--- config.mk ---
export PLATFORM = sky130hd
export DESIGN_NAME = instr_prefetch_queue
export DESIGN_NICKNAME = d
export VERILOG_FILES = /design/src/rtl/pfq_pkg.sv /design/src/rtl/pfq_fifo.sv /design/src/rtl/instr_prefetch_queue.sv
export SDC_FILE = /design/constraint.sdc
export NUM_CORES = 1
export LEC_CHECK = 0
export BUFFER_PORTS_ARGS = -buffer_cell sky130_fd_sc_hd__buf_2
export CAP_MARGIN = 10
export CORE_ASPECT_RATIO = 0.8
export CORE_MARGIN = 2
export CORE_UTILIZATION = 45
export DETAILED_ROUTE_END_ITERATION = 16
export SYNTH_ARGS = -nofsm -noshare
export SYNTH_HDL_FRONTEND = slang
export SYNTH_SLANG_ARGS = --single-unit
--- constraint.sdc ---
create_clock -name clk_i -period 4.8 [get_ports clk_i]
set_input_delay 0.72 -clock clk_i [delete_from_list [all_inputs] [get_ports clk_i]]
set_output_delay 0.72 -clock clk_i [all_outputs]
set_load 0.02 [all_outputs]
--- src/rtl/pfq_pkg.sv ---
// Shared types and constants for the instruction prefetch queue.
package pfq_pkg;
  localparam int INSTR_W = 32;
  localparam int ADDR_W  = 32;
  // One FIFO entry is {fetch address + 4, instruction}.
  localparam int ENTRY_W = ADDR_W + INSTR_W;
  localparam logic [ADDR_W-1:0] RESET_PC_DEF = 32'h0000_0000;

  typedef enum logic [1:0] {
    IDLE = 2'd0,
    BUSY = 2'd1,
    KILL = 2'd2
  } pfq_state_e;
endpackage

--- src/rtl/pfq_fifo.sv ---
// Circular buffer of DEPTH entries with push/pop/clear and occupancy count.
// DEPTH must be a power of two so the pointers wrap on their own.
module pfq_fifo
  import pfq_pkg::*;
#(
  parameter int DEPTH = 4,
  localparam int PW = $clog2(DEPTH),
  localparam int CW = PW + 1
) (
  input  logic               clk_i,
  input  logic               rst_n,
  input  logic               clr_i,
  input  logic               push_i,
  input  logic [ENTRY_W-1:0] wdata_i,
  input  logic               pop_i,
  output logic [ENTRY_W-1:0] rdata_o,
  output logic [CW-1:0]      count_o,
  output logic               full_o,
  output logic               empty_o
);
  logic [ENTRY_W-1:0] mem_q [DEPTH];
  logic [PW-1:0]      wr_ptr_q, wr_ptr_d, rd_ptr_q, rd_ptr_d;
  logic [CW-1:0]      count_q, count_d;
  logic               do_push, do_pop;

  assign full_o  = (count_q == CW'(DEPTH));
  assign empty_o = (count_q == '0);
  assign do_pop  = pop_i & ~empty_o;
  // A full buffer can still take a push when the head leaves in the same cycle.
  assign do_push = push_i & (~full_o | do_pop);
  assign rdata_o = mem_q[rd_ptr_q];
  assign count_o = count_q;

  // Pointer and count next-state; clear wins over push/pop.
  always_comb begin
    wr_ptr_d = wr_ptr_q;
    rd_ptr_d = rd_ptr_q;
    count_d  = count_q;
    if (clr_i) begin
      wr_ptr_d = '0;
      rd_ptr_d = '0;
      count_d  = '0;
    end else begin
      if (do_push) wr_ptr_d = wr_ptr_q + 1'b1;
      if (do_pop)  rd_ptr_d = rd_ptr_q + 1'b1;
      count_d = count_q + CW'(do_push) - CW'(do_pop);
    end
  end

  // Control state register with synchronous reset.
  always_ff @(posedge clk_i) begin
    if (!rst_n) begin
      wr_ptr_q <= '0;
      rd_ptr_q <= '0;
      count_q  <= '0;
    end else begin
      wr_ptr_q <= wr_ptr_d;
      rd_ptr_q <= rd_ptr_d;
      count_q  <= count_d;
    end
  end

  // Storage array; contents are don't-care until the count covers them.
  always_ff @(posedge clk_i) begin
    if (do_push) mem_q[wr_ptr_q] <= wdata_i;
  end
endmodule

--- src/rtl/instr_prefetch_queue.sv ---
// Instruction prefetch queue: owns the fetch PC, issues one outstanding
// word request at a time and buffers returned instructions for decode.
// Optional macro PREFETCH_BYPASS_EN forwards an ack straight to the outputs
// when the buffer is empty and lets BUSY issue back-to-back requests.
module instr_prefetch_queue
  import pfq_pkg::*;
#(
  parameter int                DEPTH    = 4,
  parameter logic [ADDR_W-1:0] RESET_PC = RESET_PC_DEF
) (
  input  logic               clk_i,
  input  logic               rst_n,
  output logic               imem_req_o,
  output logic [ADDR_W-1:0]  imem_addr_o,
  input  logic               imem_ack_i,
  input  logic [INSTR_W-1:0] imem_data_i,
  output logic               if_valid_o,
  output logic [INSTR_W-1:0] if_instr_o,
  output logic [ADDR_W-1:0]  if_pc_plus4_o,
  input  logic               if_ready_i,
  input  logic               redirect_i,
  input  logic [ADDR_W-1:0]  redirect_pc_i
);
  localparam int CW = $clog2(DEPTH) + 1;
  localparam logic [CW-1:0] DEPTH_C = CW'(DEPTH);

  pfq_state_e        state_q, state_d;
  logic [ADDR_W-1:0] fetch_pc_q, fetch_pc_d;
  logic [ADDR_W-1:0] kill_addr_q, kill_addr_d;
  logic [ADDR_W-1:0] redir_pc;
  logic [ENTRY_W-1:0] fifo_rdata;
  logic [CW-1:0]     fifo_count;
  logic              fifo_full, fifo_empty, fifo_push, fifo_pop;
  logic              busy_ack, byp_hit, byp_take;

  assign redir_pc = {redirect_pc_i[ADDR_W-1:2], 2'b00};
  assign busy_ack = (state_q == BUSY) & imem_ack_i & ~redirect_i;

`ifdef PREFETCH_BYPASS_EN
  logic [CW-1:0] cnt_nxt;
  assign byp_hit  = busy_ack & fifo_empty;
  assign byp_take = byp_hit & if_ready_i;
  assign cnt_nxt  = fifo_count + CW'(fifo_push) - CW'(fifo_pop);
`else
  assign byp_hit  = 1'b0;
  assign byp_take = 1'b0;
`endif

  // A word consumed through the bypass never enters the buffer.
  assign fifo_push = busy_ack & ~byp_take & (~fifo_full | fifo_pop);
  // Redirect voids any pop: the consumer flushes alongside us.
  assign fifo_pop  = ~fifo_empty & if_ready_i & ~redirect_i;

  pfq_fifo #(.DEPTH(DEPTH)) u_fifo (
    .clk_i   (clk_i),
    .rst_n   (rst_n),
    .clr_i   (redirect_i),
    .push_i  (fifo_push),
    .wdata_i ({fetch_pc_q + 32'd4, imem_data_i}),
    .pop_i   (fifo_pop),
    .rdata_o (fifo_rdata),
    .count_o (fifo_count),
    .full_o  (fifo_full),
    .empty_o (fifo_empty)
  );

  assign imem_req_o  = (state_q != IDLE);
  assign imem_addr_o = (state_q == KILL) ? kill_addr_q : fetch_pc_q;

  // Decode-side outputs: buffer head, else bypassed ack, else zeros.
  always_comb begin
    if_valid_o    = 1'b0;
    if_instr_o    = '0;
    if_pc_plus4_o = '0;
    if (!fifo_empty) begin
      if_valid_o                  = 1'b1;
      {if_pc_plus4_o, if_instr_o} = fifo_rdata;
    end else if (byp_hit) begin
      if_valid_o    = 1'b1;
      if_instr_o    = imem_data_i;
      if_pc_plus4_o = fetch_pc_q + 32'd4;
    end
  end

  // Fetch FSM next-state, fetch PC and kill address.
  always_comb begin
    state_d     = state_q;
    fetch_pc_d  = fetch_pc_q;
    kill_addr_d = kill_addr_q;
    unique case (state_q)
      IDLE: begin
        if (fifo_count < DEPTH_C) state_d = BUSY;
        if (redirect_i) fetch_pc_d = redir_pc;
      end
      BUSY: begin
        if (redirect_i) begin
          fetch_pc_d = redir_pc;
          if (imem_ack_i) begin
            state_d = IDLE;
          end else begin
            state_d     = KILL;
            kill_addr_d = fetch_pc_q;
          end
        end else if (imem_ack_i) begin
          fetch_pc_d = fetch_pc_q + 32'd4;
          state_d    = IDLE;
`ifdef PREFETCH_BYPASS_EN
          if (cnt_nxt < DEPTH_C) state_d = BUSY;
`endif
        end
      end
      KILL: begin
        if (redirect_i) fetch_pc_d = redir_pc;
        if (imem_ack_i) state_d = IDLE;
      end
      default: state_d = IDLE;
    endcase
  end

  // FSM and address registers; reset abandons any in-flight request.
  always_ff @(posedge clk_i) begin
    if (!rst_n) begin
      state_q     <= IDLE;
      fetch_pc_q  <= RESET_PC;
      kill_addr_q <= RESET_PC;
    end else begin
      state_q     <= state_d;
      fetch_pc_q  <= fetch_pc_d;
      kill_addr_q <= kill_addr_d;
    end
  end
endmodule

After elaboration in Yosys (flattened, before gate mapping)
Memories as Yosys holds them, arrays and structs flattened. A register that Yosys moved wholly into a read port is not among the register bits.
Cells that the tools add are included.
{"block": "totals", "mem_count": 1, "output_inout_bits": 98, "elab_cells": 58, "input_bits": 69, "mem_bits_rw": 256, "register_bits": 73}
{"block": "op_classes", "magnitude_cmp": 1, "add_sub_neg": 5, "n_reduce_logical": 8, "mux": 17, "bitwise_logic": 14, "eq_ne": 6}
{"memory": "u_fifo.mem_q", "words": 4, "width": 64, "read_ports": 1, "rd_ports_with_merged_regs": 1, "write_ports": 1, "line": "pfq_fifo.sv:21", "text": "logic [ENTRY_W-1:0] mem_q [DEPTH];"}
{"operator": "$mux W32", "n": 6}
{"operator": "$pmux W32 S2", "n": 1}
{"operator": "$add A32 B3 Y32 const B", "n": 1}
{"operator": "$mux W2", "n": 6}
{"operator": "$and A1 B1 Y1", "n": 7}
{"operator": "$pmux W2 S3", "n": 1}
{"operator": "$reduce_and A3 Y1", "n": 2}
{"operator": "$not A1 Y1", "n": 5}
{"operator": "$add A2 B1 Y2 const B", "n": 2}
{"operator": "$reduce_bool A2 Y1", "n": 2}
{"operator": "$reduce_or A2 Y1", "n": 2}
{"operator": "$add A3 B1 Y3", "n": 1}
{"operator": "$eq A3 B3 Y1 const B", "n": 1}
{"operator": "$logic_not A3 Y1", "n": 1}
{"operator": "$lt A3 B3 Y1 const B", "n": 1}
{"operator": "$mux W1", "n": 3}
{"operator": "$ne A3 B3 Y1 const B", "n": 1}
{"operator": "$sub A3 B1 Y3", "n": 1}
{"operator": "$eq A2 B1 Y1 const B", "n": 1}
{"operator": "$eq A2 B2 Y1 const B", "n": 1}
{"operator": "$logic_not A2 Y1", "n": 1}
{"operator": "$ne A2 B1 Y1 const B", "n": 1}
{"operator": "$ne A2 B2 Y1 const B", "n": 1}
{"operator": "$or A1 B1 Y1", "n": 2}

Logic depth before layout (Yosys ltp)
Gate-level depths: netlist (run 1).
{"block": "depth", "word_depth": 9, "mapped_depth": 9, "ltp_nobuf": 9}

By module
A second synthesis (run 1) with hierarchy kept.
{"block": "unflattened", "hier_cells": 1001, "area_unflattened_um2": 14237.4}
{"mod": "pfq_fifo", "cells_each": 384, "seq_area_each_um2": 7867.5, "instances": 1, "area_each_um2": 9671.8}
{"mod": "instr_prefetch_queue", "cells_each": 617, "seq_area_each_um2": 1241.2, "instances": 1, "area_each_um2": 4565.6}

Least setup slack after synthesis (run 1)
No wires, ideal clock.
{"block": "synth_path", "kind": "in2reg", "from": "input port redirect_i", "to": "memory u_fifo.mem_q[0][0] (netlist bit), enable pin", "required_ps": 4374, "cell_stages": 5, "path_buffers": 1, "path_slack_ps": 1079, "arrival_time_ps": 3294, "setup_time_ps": 426, "cell_sequence": "clkbuf_1 a21oi_1 a21o_1 nor3_1 and2_1"}
{"block": "synth_via", "elab_chain_len": 7, "elab_cells_between_ends": 10, "classes_between": "2 x mux; 8 x bitwise"}
{"item": "start, declared", "line": "instr_prefetch_queue.sv:21", "text": "input logic redirect_i,"}
{"item": "$not A1 Y1 *", "line": "instr_prefetch_queue.sv:37, instr_prefetch_queue.sv:52"}
{"item": "$and A1 B1 Y1", "line": "instr_prefetch_queue.sv:52", "text": "assign fifo_pop = ~fifo_empty & if_ready_i & ~redirect_i;"}
{"item": "$or A1 B1 Y1 or $and A1 B1 Y1 (tied branches)", "line": "instr_prefetch_queue.sv:50, pfq_fifo.sv:28"}
{"item": "$and A1 B1 Y1 or $or A1 B1 Y1 (tied branches)", "line": "instr_prefetch_queue.sv:50, pfq_fifo.sv:30"}
{"item": "$and A1 B1 Y1 *", "line": "pfq_fifo.sv:30", "text": "assign do_push = push_i & (~full_o | do_pop);"}
{"item": "net u_fifo.do_push", "line": "pfq_fifo.sv:24", "text": "logic do_push, do_pop;"}
{"item": "$mux W1 *", "line": "pfq_fifo.sv:65", "text": "if (do_push) mem_q[wr_ptr_q] <= wdata_i;"}
{"item": "$mux W1 (not written as such) *", "line": "pfq_fifo.sv:65"}
{"item": "end, declared", "line": "pfq_fifo.sv:21"}
Mark *: on every way through the listed nets, which the timed path passes. The rest lies on a longest branch.

==> results of run 1 <==
[registers in the layout (all words and copies together) (netlist names), named ones only]
| signal | flops |
|---|---|
| kill_addr_q | 30 |
| u_fifo.rd_ptr_q | 2 |
| u_fifo.wr_ptr_q | 2 |
| u_fifo.mem_q | 248 |
| u_fifo.count_o | 3 |
| state_q | 2 |
| fetch_pc_q | 30 |
[stage by stage]
step | hold WS (ns) | std cells
global placement | 0.438 | 1478
finish | 0.366 | 1535
detailed placement | 0.445 | 1478
floorplan | 0.433 | 969
global route | 0.341 | 1535
CTS | 0.339 | 1535
[cell families (layout without fill, tap and decap cells)]
kind of cell	after synthesis	in the layout
DFF	319	319
and+or+nand+nor	303	303
AOI/OAI and AO/OA	113	113
buffers and inverters	97	250
muxes	93	93
xor gates and xnor gates	32	32
adders and majority gates	8	8
other	1	4
[per-layer routing]
layer  GRT usage  up-vias  wire (um)
met3      0.0302       38       1910
met5           0        -          0
met2       0.297      273      13700
met4      0.0404        0        574
met1       0.293     4203      14700
li1            -     3891          -
[final timing paths]
check	startpoint	end	slack, ns	cells after the start
min	imem_data_i[19]	u_fifo.mem_q[1][19]	0.37	1
max	flop	if_instr_o[1]	1.33	4
max reg2reg	fetch_pc_q[3]	fetch_pc_q[24]	2.19	6
min reg2reg	kill_addr_q[21]	kill_addr_q[21]	0.45	2
[layout make-up]
| cell class | instances | area share |
|---|---|---|
| multi-input cells | 553 | 0.278 |
| clock buffers | 36 | 0.0504 |
| well taps | 413 | 0.0323 |
| repair buffers | 179 | 0.0630 |
| flip-flops and latches | 319 | 0.555 |
| clock inverters | 21 | 0.0173 |
| inverters | 14 | 0.00329 |
[synthesized netlist by cell type (all sizes together), types with 7 or more instances]
cell type / instances / area share
buf: 29 / 0.011
nand2: 104 / 0.028
ha: 7 / 0.0064
nand3: 26 / 0.0095
and3: 7 / 0.0032
nor2b: 65 / 0.030
mux4: 62 / 0.10
dfxtp: 71 / 0.10
nand4: 13 / 0.0070
a21oi: 49 / 0.018
mux2: 28 / 0.023
o21ai: 20 / 0.0073
nor3: 12 / 0.0044
or4: 9 / 0.0055
and2: 9 / 0.0041
a32oi: 7 / 0.0045
inv: 14 / 0.0038
xnor2: 27 / 0.017
edfxtp: 248 / 0.54
nor2: 29 / 0.0079
clkbuf: 54 / 0.015
[where the power goes]
part	switching (mW)	internal, mW	total (mW)
clock	1.03	1.53	2.56
combinational	0.242	0.146	0.389
sequential	0.0645	3.03	3.10
total	1.34	4.70	6.04
==> results.toml, run 1 <==
[floorplan]
die_width_um = 199
die_y_um = 160
die-area_sq_um = 31900
io_pins = 167
initial_utilization = 0.454
num_rows = 57
core_area_sq_um = 30200

[sta]
rsz0062_at_grt = "false"
setup_viol = 0
drv_slew = 0
hold_viol = 0
timing.fmax_ghz = 0.288
period_share = 0.723
fin_setup_tns_ns = 0
clock_skew_ns = 0.00782
finalWorstSetupSlack_ns = 1.33
tightest_slew_ns = 1.03
relSlewSlack = 0.310
fin_crit_ns = 3.47

[worst_setup_path]
crit_family = "flip-flops"
critPathSlowestCell = "dfxtp_4"
startpoint_type = "flop"
crit_fanout = 34
path_buf_inv = 2
crit_arrival_ns = 2.75
critPathCaptureType = "primary output"
crit_path_cell_trace = "buf_4 > mux4_2 > nor2b_1 > buf_2"
crit_type = "reg -> out"
required_ns = 4.08
slowest_delay_ns = 0.80

[cells_and_area]
final_cell_mix = "248 x edfxtp_1, 160 x buf_2, 104 x nand2_1"
syn2layout_area_growth_pct = 16.6
finish.utilization = 0.530
regArea_sq_um = 8870
final_area_sq_um = 16000
nFillCells = 2570
multi_input_area_sq_um = 4450
drive_above_1_share = 0.298
diodes = 0
num-nets-final = 1175
layout_commonest_cell = "edfxtp_1"

[pwr]
totalPowerFinal_mw = 6.04
power_density_nw_per_um2 = 378
ir_drop_mv = 0.264
leakagePower_nw = 5.47

[synthesis]
synthArstFlopShare = 0
synth_top_family_by_area = "multiplexers"
yosysSeqAreaShare = 0.647
muxShareOfSynthArea = 0.127
synth-simple-area-share = 0.116
ys_types = 58
synth_top_flop_cell = "edfxtp_1"
synthAdderAreaFrac = 0.00786
ys.warnings.count = 0
syn_inst = 966
synth-edff-count = 248
synth_compound_area_frac = 0.0512
synthXorXnorAreaFrac = 0.0205
syn_area_sq_um = 13700
syn_area_per_cell_sq_um = 14.2
synth-seq-cells = 319

[clocking]
clock_latency_ns = 0.57
clk_pin_slew_worst_paths_ns = 0.06
cts_resized = 0
cts_root_buffer = "clkbuf_16"
h-tree-depth = 1
clock_sinks = 319
cts_setup_buffers = 0
ctsLongestPathBuffers = 3
hold_buffers = 0
cts_tree = "built"
cts_buffers = 31

[detailed_routing]
wl_per_cell_um = 20.2
detail_route.iter0.violations = 694
drtPass1Iterations = 8
postRouteAntennaNets = 0
wl_um = 30900
vias = 8405
vias_per_cell = 5.48
drc = 0

[global_routing]
gr-usage-all-layers = 0.194
grt_pass1_wl_um = 47700
first_global_vias = 8290
gr-total-overflow = 0
antenna_found_initial = 0
grt_max_degree = 64

[placement]
dp_slack_ns = 1.80
io_buffer_count = 160
hpwlAfterDp_um = 19700
dpl_cell_area_sq_um = 14900
gp_routability_congestion = 0.835

[run]
max_cap_viol_count = 0

[outcome]
status = "finished clean"

[hold_path]
hold_class = "in -> reg"
(Power assumes the default switching activity.)
==> run 2, diff against run 1 <==
ABC_AREA = 1   (was not set)
clock period = 3.5 ns   (was 4.8 ns; I/O delays follow)
==> results.toml, run 2 <==
[outcome]
status = "finished clean"

[detailed_routing]
vias_per_cell = 5.12
postRouteAntennaNets = 0
drc = 0
detail_route.iter0.violations = 758
wl_um = 32500
vias = 9668
wl_per_cell_um = 17.2
drtPass1Iterations = 4

[global_routing]
antenna_found_initial = 1
grt_pass1_wl_um = 50200
grt_max_degree = 124
gr-total-overflow = 0
first_global_vias = 9036
gr-usage-all-layers = 0.204

[clocking]
cts_root_buffer = "clkbuf_16"
cts_tree = "built"
cts_setup_buffers = 0
hold_buffers = 0
cts_resized = 0
cts_buffers = 34
clk_pin_slew_worst_paths_ns = 0.06
h-tree-depth = 2
clock_latency_ns = 0.52
ctsLongestPathBuffers = 3
clock_sinks = 319

[cells_and_area]
syn2layout_area_growth_pct = 16.8
nFillCells = 2678
layout_commonest_cell = "nor2_1"
stdcell_count = 1887
num-nets-final = 1533
largest_reg_flops = 248
finish.utilization = 0.538
drive_above_1_share = 0.188
final_area_sq_um = 15900
max_flop_register = "u_fifo.mem_q"
top_regs = "u_fifo.mem_q: 248 flops, fetch_pc_q: 30 flops, kill_addr_q: 30 flops"
final_cell_mix = "331 x nor2_1, 248 x edfxtp_1, 189 x o21ai_0"

[floorplan]
num_rows = 56
io_pins = 167
die_y_um = 159
initial_utilization = 0.460
die_width_um = 198
core_area_sq_um = 29500
die-area_sq_um = 31600

[worst_setup_path]
r2r_start = "u_fifo.count_o[1]"
startpoint_type = "flop"
critPathCaptureType = "primary output"
required_ns = 2.97
crit_fanout = 63
r2r_setup_slack_ns = 1.22
crit_arrival_ns = 2.28
crit_type = "reg -> out"
worst-r2r-cell-count = 11
reg2reg_to = "u_fifo.count_o[2]"

[pwr]
power_density_nw_per_um2 = 521
totalPowerFinal_mw = 8.26
ir_drop_mv = 0.275
leakagePower_nw = 6.00

[synthesis]
synth_compound_area_frac = 0.124
synth-edff-count = 248
ys.warnings.count = 0
synth.area.top_cells = "edfxtp_1 55%, dfxtp_1 10%, nor2_1 9.3%"
ys_types = 30
syn_inst = 1317
synth.most_common_cell = "nor2_1"
synthXorXnorAreaFrac = 0.0120
syn_area_per_cell_sq_um = 10.3
yosysSeqAreaShare = 0.653
synthArstFlopShare = 0
syn_area_sq_um = 13600
synth_top_family_by_area = "simple AND/OR/NAND/NOR gates"
synth.largest_area_cell = "edfxtp_1"
muxShareOfSynthArea = 0.0174
synth-simple-area-share = 0.148
synth_top_flop_cell = "edfxtp_1"
synthAdderAreaFrac = 0.00792
synthTopCellsByCount = "336 x nor2_1, 248 x edfxtp_1, 189 x o21ai_0"
synth_top_area_frac = 0.548
synth-seq-cells = 319

[placement]
dp_slack_ns = 0.996
gp_routability_congestion = 0.841
dpl_cell_area_sq_um = 14800
dp.cells = 1826
hpwlAfterDp_um = 19500
io_buffer_count = 160

[sta]
fin_crit_ns = 2.81
fin_setup_tns_ns = 0
relSlewSlack = 0.331
rsz0062_at_grt = "false"
timing.fmax_ghz = 0.356
period_share = 0.802
drv_slew = 0
setup_viol = 0
hold_viol = 0
finalWorstSetupSlack_ns = 0.694
tightest_slew_ns = 1.00
clock_skew_ns = 0.0127
hold-worst-slack_ns = 0.220

[hold_path]
hold_class = "in -> reg"
min_from = "imem_data_i[22]"
whs_endpoint = "u_fifo.mem_q[2][22]"
min_path_cells = 1

[run]
max_cap_viol_count = 0
-- run 2: worst max-delay path, cell delays in order (launching register included) --
cell     delay, ns
dfxtp_1       0.32
inv_1         0.11
nand2_1       0.10
nor2_4        0.09
buf_4         0.65
a21oi_1       0.22
buf_2         0.23
-- run 2: cell families (layout without fill, tap and decap cells) --
logic type,after synthesis,in the layout
and+or+nand+nor,491,491
AOI/OAI and AO/OA,336,336
DFF,319,319
buffers and inverters,125,285
muxes,21,21
xor gates and xnor gates,16,16
adders and majority gates,8,8
other,1,5
-- run 2: worst max-delay path by stage --
stage / from / to / slack, ns / cells past startpoint
floorplan: imem_ack_i / u_fifo.mem_q[0][0] / -0.52 / 4
global placement: imem_ack_i / u_fifo.mem_q[1][27] / 1.02 / 6
detailed placement: imem_ack_i / u_fifo.mem_q[3][24] / 1.0 / 6
CTS: u_fifo.count_o[1] / if_pc_plus4_o[14] / 0.66 / 6
global route: u_fifo.count_o[1] / if_pc_plus4_o[10] / 0.56 / 6
finish: u_fifo.count_o[1] / if_pc_plus4_o[14] / 0.69 / 6
-- run 2: routing by layer --
metal | global-route usage | vias to the layer above | wire (um)
met2 | 0.312 | 236 | 14500
met3 | 0.0330 | 41 | 1890
met4 | 0.0533 | 0 | 631
li1 | - | 4786 | -
met5 | 0 | - | 0
met1 | 0.303 | 4605 | 15400
-- run 2: cell type report --
cell class              instances  area (sq um)  share of cell area
inverters                      47           176              0.0111
repair buffers                178           986              0.0622
flip-flops and latches        319          8870               0.559
multi-input cells             876          4260               0.268
well taps                     406           508              0.0320
clock buffers                  41           898              0.0566
clock inverters                19           160              0.0101
diodes                          1          2.50            0.000158
-- run 2: report_power, final --
group	internal (mW)	switching, mW	leakage [nW]
Combinational	0.181	0.392	2.64
Sequential	4.18	0.0746	2.84
Clock	1.99	1.44	0.518
Total	6.35	1.90	6.00
